--- config.mk ---
export PLATFORM = sky130hd
export DESIGN_NAME = fp_norm_round
export DESIGN_NICKNAME = d
export VERILOG_FILES = /design/src/rtl/fp_pkg.sv /design/src/rtl/lzc24.sv /design/src/rtl/fp_norm_round.sv
export SDC_FILE = /design/constraint.sdc
export NUM_CORES = 1
export LEC_CHECK = 0
export ABC_AREA = 1
export CORE_MARGIN = 8
export CORE_UTILIZATION = 57
export DETAILED_ROUTE_END_ITERATION = 8
export PLACE_DENSITY = 0.89
export RECOVER_POWER = 100
export SETUP_SLACK_MARGIN = 0.02
export SLEW_MARGIN = 20
export SYNTH_ARGS = -nofsm -noshare
export SYNTH_HDL_FRONTEND = slang
export SYNTH_SLANG_ARGS = --single-unit
export TNS_END_PERCENT = 50
--- constraint.sdc ---
create_clock -name clk -period 3.95 [get_ports clk]
set_input_delay 0.79 -clock clk [delete_from_list [all_inputs] [get_ports clk]]
set_output_delay 0.79 -clock clk [all_outputs]
set_load 0.02 [all_outputs]
--- src/rtl/fp_pkg.sv ---
// Shared types and constants for the single-precision add/sub back end.
package fp_pkg;

    localparam int EXP_BIAS = 127;
    localparam int EXP_MAX  = 255;

    typedef struct packed {
        logic        sign;
        logic [7:0]  exp;
        logic [22:0] frac;
    } fp32_t;

    typedef struct packed {
        logic g;
        logic r;
        logic s;
    } grs_t;

    function automatic fp32_t fp_inf(input logic sign);
        fp_inf = '{sign: sign, exp: 8'(EXP_MAX), frac: 23'h0};
    endfunction

endpackage

--- src/rtl/lzc24.sv ---
// Combinational leading-zero counter over 24 bits; an all-zero input counts 24.
module lzc24 (
    input  logic [23:0] data,
    output logic [4:0]  count
);

    always_comb begin
        // NOTE: assign every always_comb output a default first so no path leaves it unassigned and a latch is inferred.
        count = 5'd24;
        for (int i = 0; i < 24; i++) begin
            if (data[i]) count = 5'(23 - i);
        end
    end

endmodule

--- src/rtl/fp_norm_round.sv ---
// Normalize + round-to-nearest-even back end: two-register pipeline with valid/ready on both sides.
module fp_norm_round
    import fp_pkg::*;
#(
    parameter int MANT_W = 24,
    parameter int EXP_W  = 8
) (
    input  logic              clk,
    input  logic              rst,
    input  logic              in_valid,
    output logic              in_ready,
    input  logic              in_sign,
    input  logic [EXP_W-1:0]  in_exp,
    input  logic [MANT_W-1:0] in_mant,
    input  logic              in_carry,
    input  logic [2:0]        in_grs,
    output logic              out_valid,
    input  logic              out_ready,
    output logic [31:0]       out_result,
    output logic              out_inexact,
    output logic              out_overflow,
    output logic              out_underflow
);

    localparam int XW = EXP_W + 1;

    typedef struct packed {
        logic              sign;
        logic [XW-1:0]     exp;
        logic [MANT_W-1:0] mant;
        grs_t              grs;
    } s1_t;

    logic              en;
    logic              v1_q, v1_d, v2_q, v2_d;
    s1_t               s1_q, s1_d;
    fp32_t             res_q, res_d;
    logic              inexact_q, inexact_d, ovf_q, ovf_d, unf_q, unf_d;

    logic [4:0]        lz, sh;
    logic [MANT_W+1:0] word;
    logic              exact_zero;
    logic              up;
    logic [MANT_W:0]   m25;
    logic [XW-1:0]     e;

    assign en = !v2_q || out_ready;

    lzc24 u_lzc (
        .data  (in_mant),
        .count (lz)
    );

    assign exact_zero = !in_carry && (in_mant == '0) && (in_grs == 3'b000);

    // Stage N: normalize a carry right by one, or left by lz clamped so exp never drops below 1.
    always_comb begin
        v1_d = v1_q;
        s1_d = s1_q;
        sh   = '0;
        word = '0;
        if (en) begin
            v1_d      = in_valid;
            s1_d.sign = in_sign & ~exact_zero;
            if (in_carry) begin
                s1_d.mant = {1'b1, in_mant[MANT_W-1:1]};
                s1_d.grs  = {in_mant[0], in_grs[2], in_grs[1] | in_grs[0]};
                s1_d.exp  = XW'(in_exp) + XW'(1);
            end else begin
                if (in_exp != '0) begin
                    sh = (EXP_W'(lz) < in_exp - EXP_W'(1)) ? lz : 5'(in_exp - EXP_W'(1));
                end
                word      = {in_mant, in_grs[2], in_grs[1]} << sh;
                s1_d.mant = word[MANT_W+1:2];
                s1_d.grs  = {word[1], word[0], in_grs[0]};
                s1_d.exp  = word[MANT_W+1] ? XW'(in_exp) - XW'(sh) : '0;
            end
        end
    end

    // Stage R: round to nearest even, fold mantissa overflow and denormal promotion into the exponent.
    always_comb begin
        v2_d      = v2_q;
        res_d     = res_q;
        inexact_d = inexact_q;
        ovf_d     = ovf_q;
        unf_d     = unf_q;
        up        = 1'b0;
        m25       = '0;
        e         = '0;
        if (en) begin
            v2_d = v1_q;
            up   = s1_q.grs.g & (s1_q.grs.r | s1_q.grs.s | s1_q.mant[0]);
            m25  = {1'b0, s1_q.mant} + (MANT_W+1)'(up);
            e    = s1_q.exp;
            if (m25[MANT_W]) begin
                e = e + XW'(1);
            end else if ((e == '0) && m25[MANT_W-1]) begin
                e = XW'(1);
            end
            inexact_d = |s1_q.grs;
            if (e >= XW'(EXP_MAX)) begin
                res_d     = fp_inf(s1_q.sign);
                inexact_d = 1'b1;
                ovf_d     = 1'b1;
                unf_d     = 1'b0;
            end else begin
                res_d = '{sign: s1_q.sign, exp: e[EXP_W-1:0], frac: m25[MANT_W-2:0]};
                ovf_d = 1'b0;
                unf_d = (e == '0) && (|s1_q.grs);
            end
        end
    end

    always_ff @(posedge clk or posedge rst) begin
        if (rst) begin
            v1_q      <= 1'b0;
            s1_q      <= '0;
            v2_q      <= 1'b0;
            res_q     <= '0;
            inexact_q <= 1'b0;
            ovf_q     <= 1'b0;
            unf_q     <= 1'b0;
        end else begin
            // NOTE: non-blocking assignments so every flop samples the pre-edge value of its neighbours.
            v1_q      <= v1_d;
            s1_q      <= s1_d;
            v2_q      <= v2_d;
            res_q     <= res_d;
            inexact_q <= inexact_d;
            ovf_q     <= ovf_d;
            unf_q     <= unf_d;
        end
    end

    assign in_ready      = en;
    assign out_valid     = v2_q;
    assign out_result    = res_q;
    assign out_inexact   = inexact_q;
    assign out_overflow  = ovf_q;
    assign out_underflow = unf_q;

endmodule

# Word level (Yosys, flattened, before mapping)
# Index checks and enable logic that the tools add are counted.
word_totals:
  regBits: 74
  in_bits: 41
classes:
  add_sub_neg: 5
  order_cmp: 2
  shift: 1
  mux: 37
  bitwise: 6
  n_reduce_logical: 13
op_table:
  columns: ["op", "count"]
  rows:
  - ["5-bit two-way mux", 20]
  - ["36-bit two-way mux", 1]
  - ["9-bit two-way mux", 4]
  - ["4-bit two-way mux", 8]
  - ["31-bit two-way mux", 1]
  - ["26-bit by 5-bit left shift with 26-bit output", 1]
  - ["24-bit by 1-bit adder with 25-bit output", 1]
  - ["24-bit zero test", 1]
  - ["9-bit zero test", 2]
  - ["8-bit by 1-bit adder with 9-bit output (second input constant)", 1]
  - ["9-bit by 1-bit adder with 9-bit output (second input constant)", 1]
  - ["9-bit by 8-bit greater-or-equal comparator with 1-bit output (second input constant)", 1]
  - ["8-bit by 5-bit subtractor with 9-bit output", 1]
  - ["5-bit by 8-bit < comparator with 1-bit output", 1]
  - ["8-bit nonzero test", 1]
  - ["8-bit by 1-bit subtractor with 8-bit output (second input constant)", 1]
  - ["1-bit logical AND", 4]
  - ["3-bit zero test", 1]
  - ["1-bit two-way mux", 3]
  - ["1-bit OR", 3]
  - ["3-bit OR reduction", 1]
  - ["1-bit bitwise AND", 2]
  - ["1-bit zero test", 2]
  - ["1-bit logical OR", 1]
  - ["1-bit inverter", 1]

# Depth between registers and ports, before layout
logic_depth:
  word_depth: 32
  depth_mapped: 49
  ltp_nobuf: 47

# Cells and area by module
# From an unflattened synthesis, not the netlist that was laid out.
hier_totals:
  cells_unflattened: 986
  area_unflattened_um2: 6384.9
by_module_without_submodules:
  columns: ["module", "n_inst", "cells_per_inst", "area_each_um2", "seq_area_each_um2"]
  rows:
  - ["fp_norm_round", 1, 912, 6070.8, 1851.8]
  - ["lzc24", 1, 74, 314.1, 0.0]

# Worst setup path after synthesis
# OpenSTA, ideal clock, no wires.
synth_timing:
  path_kind: "input to register"
  startpoint: "input in_mant[1]"
  endpoint: "register s1_q[34] (netlist name)"
  setup_time_ps: 121
  arrival_time_ps: 4308
  required_time_ps: 3829
  slack_ps: -479
  cell_stages: 37
  cell_sequence: "nor2_1 -> inv_1 -> a311oi_1 -> o311ai_0 -> nand3_1 -> nand3_1 -> nand3_1 -> nand3_1 -> nand3_1 -> nand3_1 -> nand2_1 -> inv_1 -> ha_1 -> nand2_1 -> nand2_1 -> nand2_1 -> nand2_1 -> nand2_2 -> nand2_4 -> inv_2 -> nor2_2 -> nor2_4 -> inv_2 -> buf_4 -> buf_2 -> ha_1 -> nand2_1 -> nor2_1 -> a211oi_1 -> nor2_1 -> o21ai_0 -> nand2_1 -> nor2_1 -> xor2_1 -> nor2_1 -> nand2_2 -> a21oi_1"
synth_between:
  elab_chain_cells: 31
synth_lines:
  columns: ["item", "line_no", "source"]
  rows:
  - ["from (decl)", "fp_norm_round.sv:14", "input logic [MANT_W-1:0] in_mant,"]
  - ["4-bit two-way mux (7 in series)", "lzc24.sv:11", "if (data[i]) count = 5'(23 - i);"]
  - ["5-bit two-way mux (16 in series)", "lzc24.sv:11", null]
  - ["5-bit by 8-bit < comparator with 1-bit output", "fp_norm_round.sv:71", "sh = (EXP_W'(lz) < in_exp - EXP_W'(1)) ? lz : 5'(in_exp - EXP_W'(1));"]
  - ["5-bit two-way mux", "fp_norm_round.sv:71", null]
  - ["5-bit two-way mux", "fp_norm_round.sv:70", "if (in_exp != '0) begin"]
  - ["5-bit two-way mux", "fp_norm_round.sv:65", "if (in_carry) begin"]
  - ["5-bit two-way mux", "fp_norm_round.sv:62", "if (en) begin"]
  - ["8-bit by 5-bit subtractor with 9-bit output or 26-bit by 5-bit left shift with 26-bit output (tied branches)", "fp_norm_round.sv:76, fp_norm_round.sv:73", null]
  - ["9-bit two-way mux *", "fp_norm_round.sv:76", "s1_d.exp = word[MANT_W+1] ? XW'(in_exp) - XW'(sh) : '0;"]
  - ["36-bit two-way mux *", "fp_norm_round.sv:65", null]
  - ["to (signal assigned)", "fp_norm_round.sv:118", "s1_q <= '0;"]
  - ["to (signal assigned)", "fp_norm_round.sv:127", "s1_q <= s1_d;"]
  - ["to (decl)", "fp_norm_round.sv:36", "s1_t s1_q, s1_d;"]
# Every way passes the cells marked *; elsewhere a longest branch is shown, timed or not. The select of a mux whose other input is x is not followed.
# A chain may end at the register's enable or synchronous reset.

# Worst setup path in the final report
# Ends and elaborated chain as after synthesis.

==> flow_summary.yaml <==
min_path:
  min-delay-path-class: "register to register"
  whs_path_depth: 2
synthesis:
  synthCells: 932
  synth_nets: 990
  ys_types: 55
  async_flop_share_pct: 100
  synth_area_per_cell_um2: 6.69
  synth.top_cell.area_share_pct: 29.7
  syn_area_um2: 6240
  yosysSeqAreaShare_pct: 29.7
  synth_common_cells: "nand2_1, nand3_1, inv_1, nor2_1, dfrtp_1"
  yosys_warnings: 0
  synth_edf_count: 0
  ys_top_cells_by_area: "dfrtp_1, nand2_1, nand3_1, inv_1, nor2_1"
  yosysMostFrequentCell: "nand2_1"
  dominantRegCellSynth: "dfrtp_1"
  synth_top_area_cell: "dfrtp_1"
  synth_seq_cells: 74
cells_and_area:
  nFillCells: 643
  drive_gt1_share_pct: 27.3
  stdcell_area_um2: 8920
  area_growth_pct: 42.9
  diodes: 0
  nNetsFinal: 1188
run_status:
  status: "finished with violations"
  violations: "design-rule violations, max-capacitance violations, negative setup slack"
clocking:
  path_clk_slew_ps: 70
  cts_hold_buf: 0
  cts.sinks: 74
  cts_inserted_buffers: 9
  cts_root_buffer: "clkbuf_8"
  cts_tree: "yes"
  clock_path_buffers: 2
  cts_max_level: 3
  clock_latency_ps: 350
die:
  core_area_um2: 10700
  ios: 78
  start_util_pct: 58.1
  die_y_um: 121
  dieArea_um2: 14500
  die_w_um: 121
  rows: 38
route:
  vias_per_cell: 6.16
  vias: 7857
  ant_nets: 0
  dr.first_iter.drc_count: 1175
  wl_per_cell_um: 18.4
  drt-total-wl_mm: 23.5
  firstDrtPassIters: 9
  drc: 5
worst_setup_path:
  crit_type: "input port to register"
  path_max_fanout: 5
  cp_slowest_cell: "ha_1"
  required_ps: 4190
  rr_worst_depth: 24
  cp.arrival_ps: 4530
  startpoint_type: "input port"
  cp-end-kind: "register"
  max_stage_delay_ps: 280
global_routing:
  grt_use_total_pct: 27.2
  first_global_vias: 6837
  grt_first_pass_wirelength_mm: 32.4
  grt_max_degree: 64
  antenna_found_initial: 0
  gr-total-overflow: 0
sta:
  hold_viol: 0
  slew_headroom_pct: 0.700
  setup_ws_ps: -341
  fin_skew_ps: 6.52
  hold_ws_ps: 454
  period_share_pct: 109
  slew_viol_final: 0
  worstMarginPinSlew_ps: 1490
  fmax_mhz: 233
  setup_violations: 15
  rsz0062_at_grt: "yes"
  period_minus_slack_ps: 4290
  timing.setup.tns_ps: -1370
placed_design:
  place_ws_ps: -817
  dpl-instance-area_um2: 7910
  place_congestion: 0.957
  dp_hpwl_mm: 14.7
  numPortBuffers: 77
power_and_ir_drop:
  p_per_area_nw_per_um2: 322
  total_power_mw: 2.87
  p_leak_nw: 4.28
  ir_drop_mv: 0.324
job:
  maxCapViolCount: 1
[cell type report]
cell class | instances | area (um^2) | share of cell area [%]
Clock inverter | 3 | 15.0 | 0.168
Multi-Input combinational cell | 708 | 4200 | 47.1
Tap cell | 140 | 175 | 1.96
Sequential cell | 74 | 1850 | 20.8
Inverter | 110 | 437 | 4.90
Timing Repair Buffer | 227 | 2090 | 23.5
Clock buffer | 13 | 149 | 1.67
[per-layer routing]
metal,GRT usage [%],vias to the layer above,routed length [um]
met5,0,-,0
met4,12.8,0,1670
met3,4.15,187,2480
met2,45.3,597,10800
met1,34.0,3544,8500
li1,-,3529,-
[what timing repair did]
item	CTS	global route
buffers inserted	11	19
resized for setup	44	108
pin swaps	27	46
setup endpoints to repair	37	64
gates cloned	1	7
[per-stage QoR]
step	instances	util [%]
4_1_cts	1251	76.7
3_3_place_gp	1224	73.6
6_report	1275	83.0
2_1_floorplan	932	-
3_5_place_dp	1224	73.6
5_1_grt	1275	83.0
[cell families after synthesis]
kind of cell,after synthesis,synth area share [%]
AND/OR/NAND/NOR,504,37.3
AO/OA/AOI/OAI,160,15.7
multiplexers,1,0.160
XOR/XNOR,25,3.51
adder cells (fa/ha/maj),17,3.53
flip-flops,74,29.7
buffers and inverters,151,10.1
[registers in the layout (all words and copies together), names as in the netlist]
name / cells
out_inexact: 1
out_overflow: 1
out_result: 32
out_underflow: 1
out_valid: 1
s1_q: 37
v1_q: 1
[cell usage in the layout (no fill, tap or decap), types with 10 or more instances in the layout]
| cell | netlist | routed |
|---|---|---|
| o211ai_1 | 11 | 11 |
| ha_1 | 16 | 12 |
| nand4_1 | 18 | 18 |
| nor2_1 | 75 | 67 |
| clkbuf_8 | 0 | 10 |
| nand3_2 | 6 | 29 |
| inv_2 | 9 | 10 |
| buf_6 | 4 | 15 |
| nand3_1 | 120 | 93 |
| nand2_2 | 12 | 27 |
| a21oi_1 | 49 | 44 |
| o21ai_0 | 45 | 37 |
| xor2_1 | 21 | 21 |
| inv_1 | 97 | 92 |
| clkdlybuf4s50_1 | 0 | 66 |
| nand2_1 | 230 | 212 |
| dfrtp_1 | 74 | 74 |
| o21ai_1 | 20 | 23 |
| buf_4 | 4 | 124 |
[path summary, 6_finish.rpt]
path | slack [ps] | to | from
worst min-delay path | 450 | out_valid | v1_q
min in group asynchronous | 1320 | out_valid | rst
worst min register to register | 450 | out_valid | v1_q
worst max-delay path | -340 | s1_q[34] | in_mant[1]
max in group asynchronous | 1200 | s1_q[23] | rst
worst max register to register | -90 | out_inexact | s1_q[3]
[worst max-delay path, delay by kind of cell]
kind / cells / cell delay [ps]
buffers and inverters: 5 / 340
adders and majority gates: 2 / 530
xor gates and xnor gates: 1 / 150
AOI/OAI and AO/OA: 5 / 790
and+or+nand+nor: 23 / 1910
[power breakdown]
group | switching, mW | internal [mW] | leakage (nW) | total [mW]
logic | 0.772 | 0.559 | 3.32 | 1.33
registers | 0.126 | 0.913 | 0.879 | 1.04
clock network | 0.260 | 0.243 | 0.0872 | 0.503
total | 1.16 | 1.71 | 4.28 | 2.87
(Power assumes the default switching activity.)
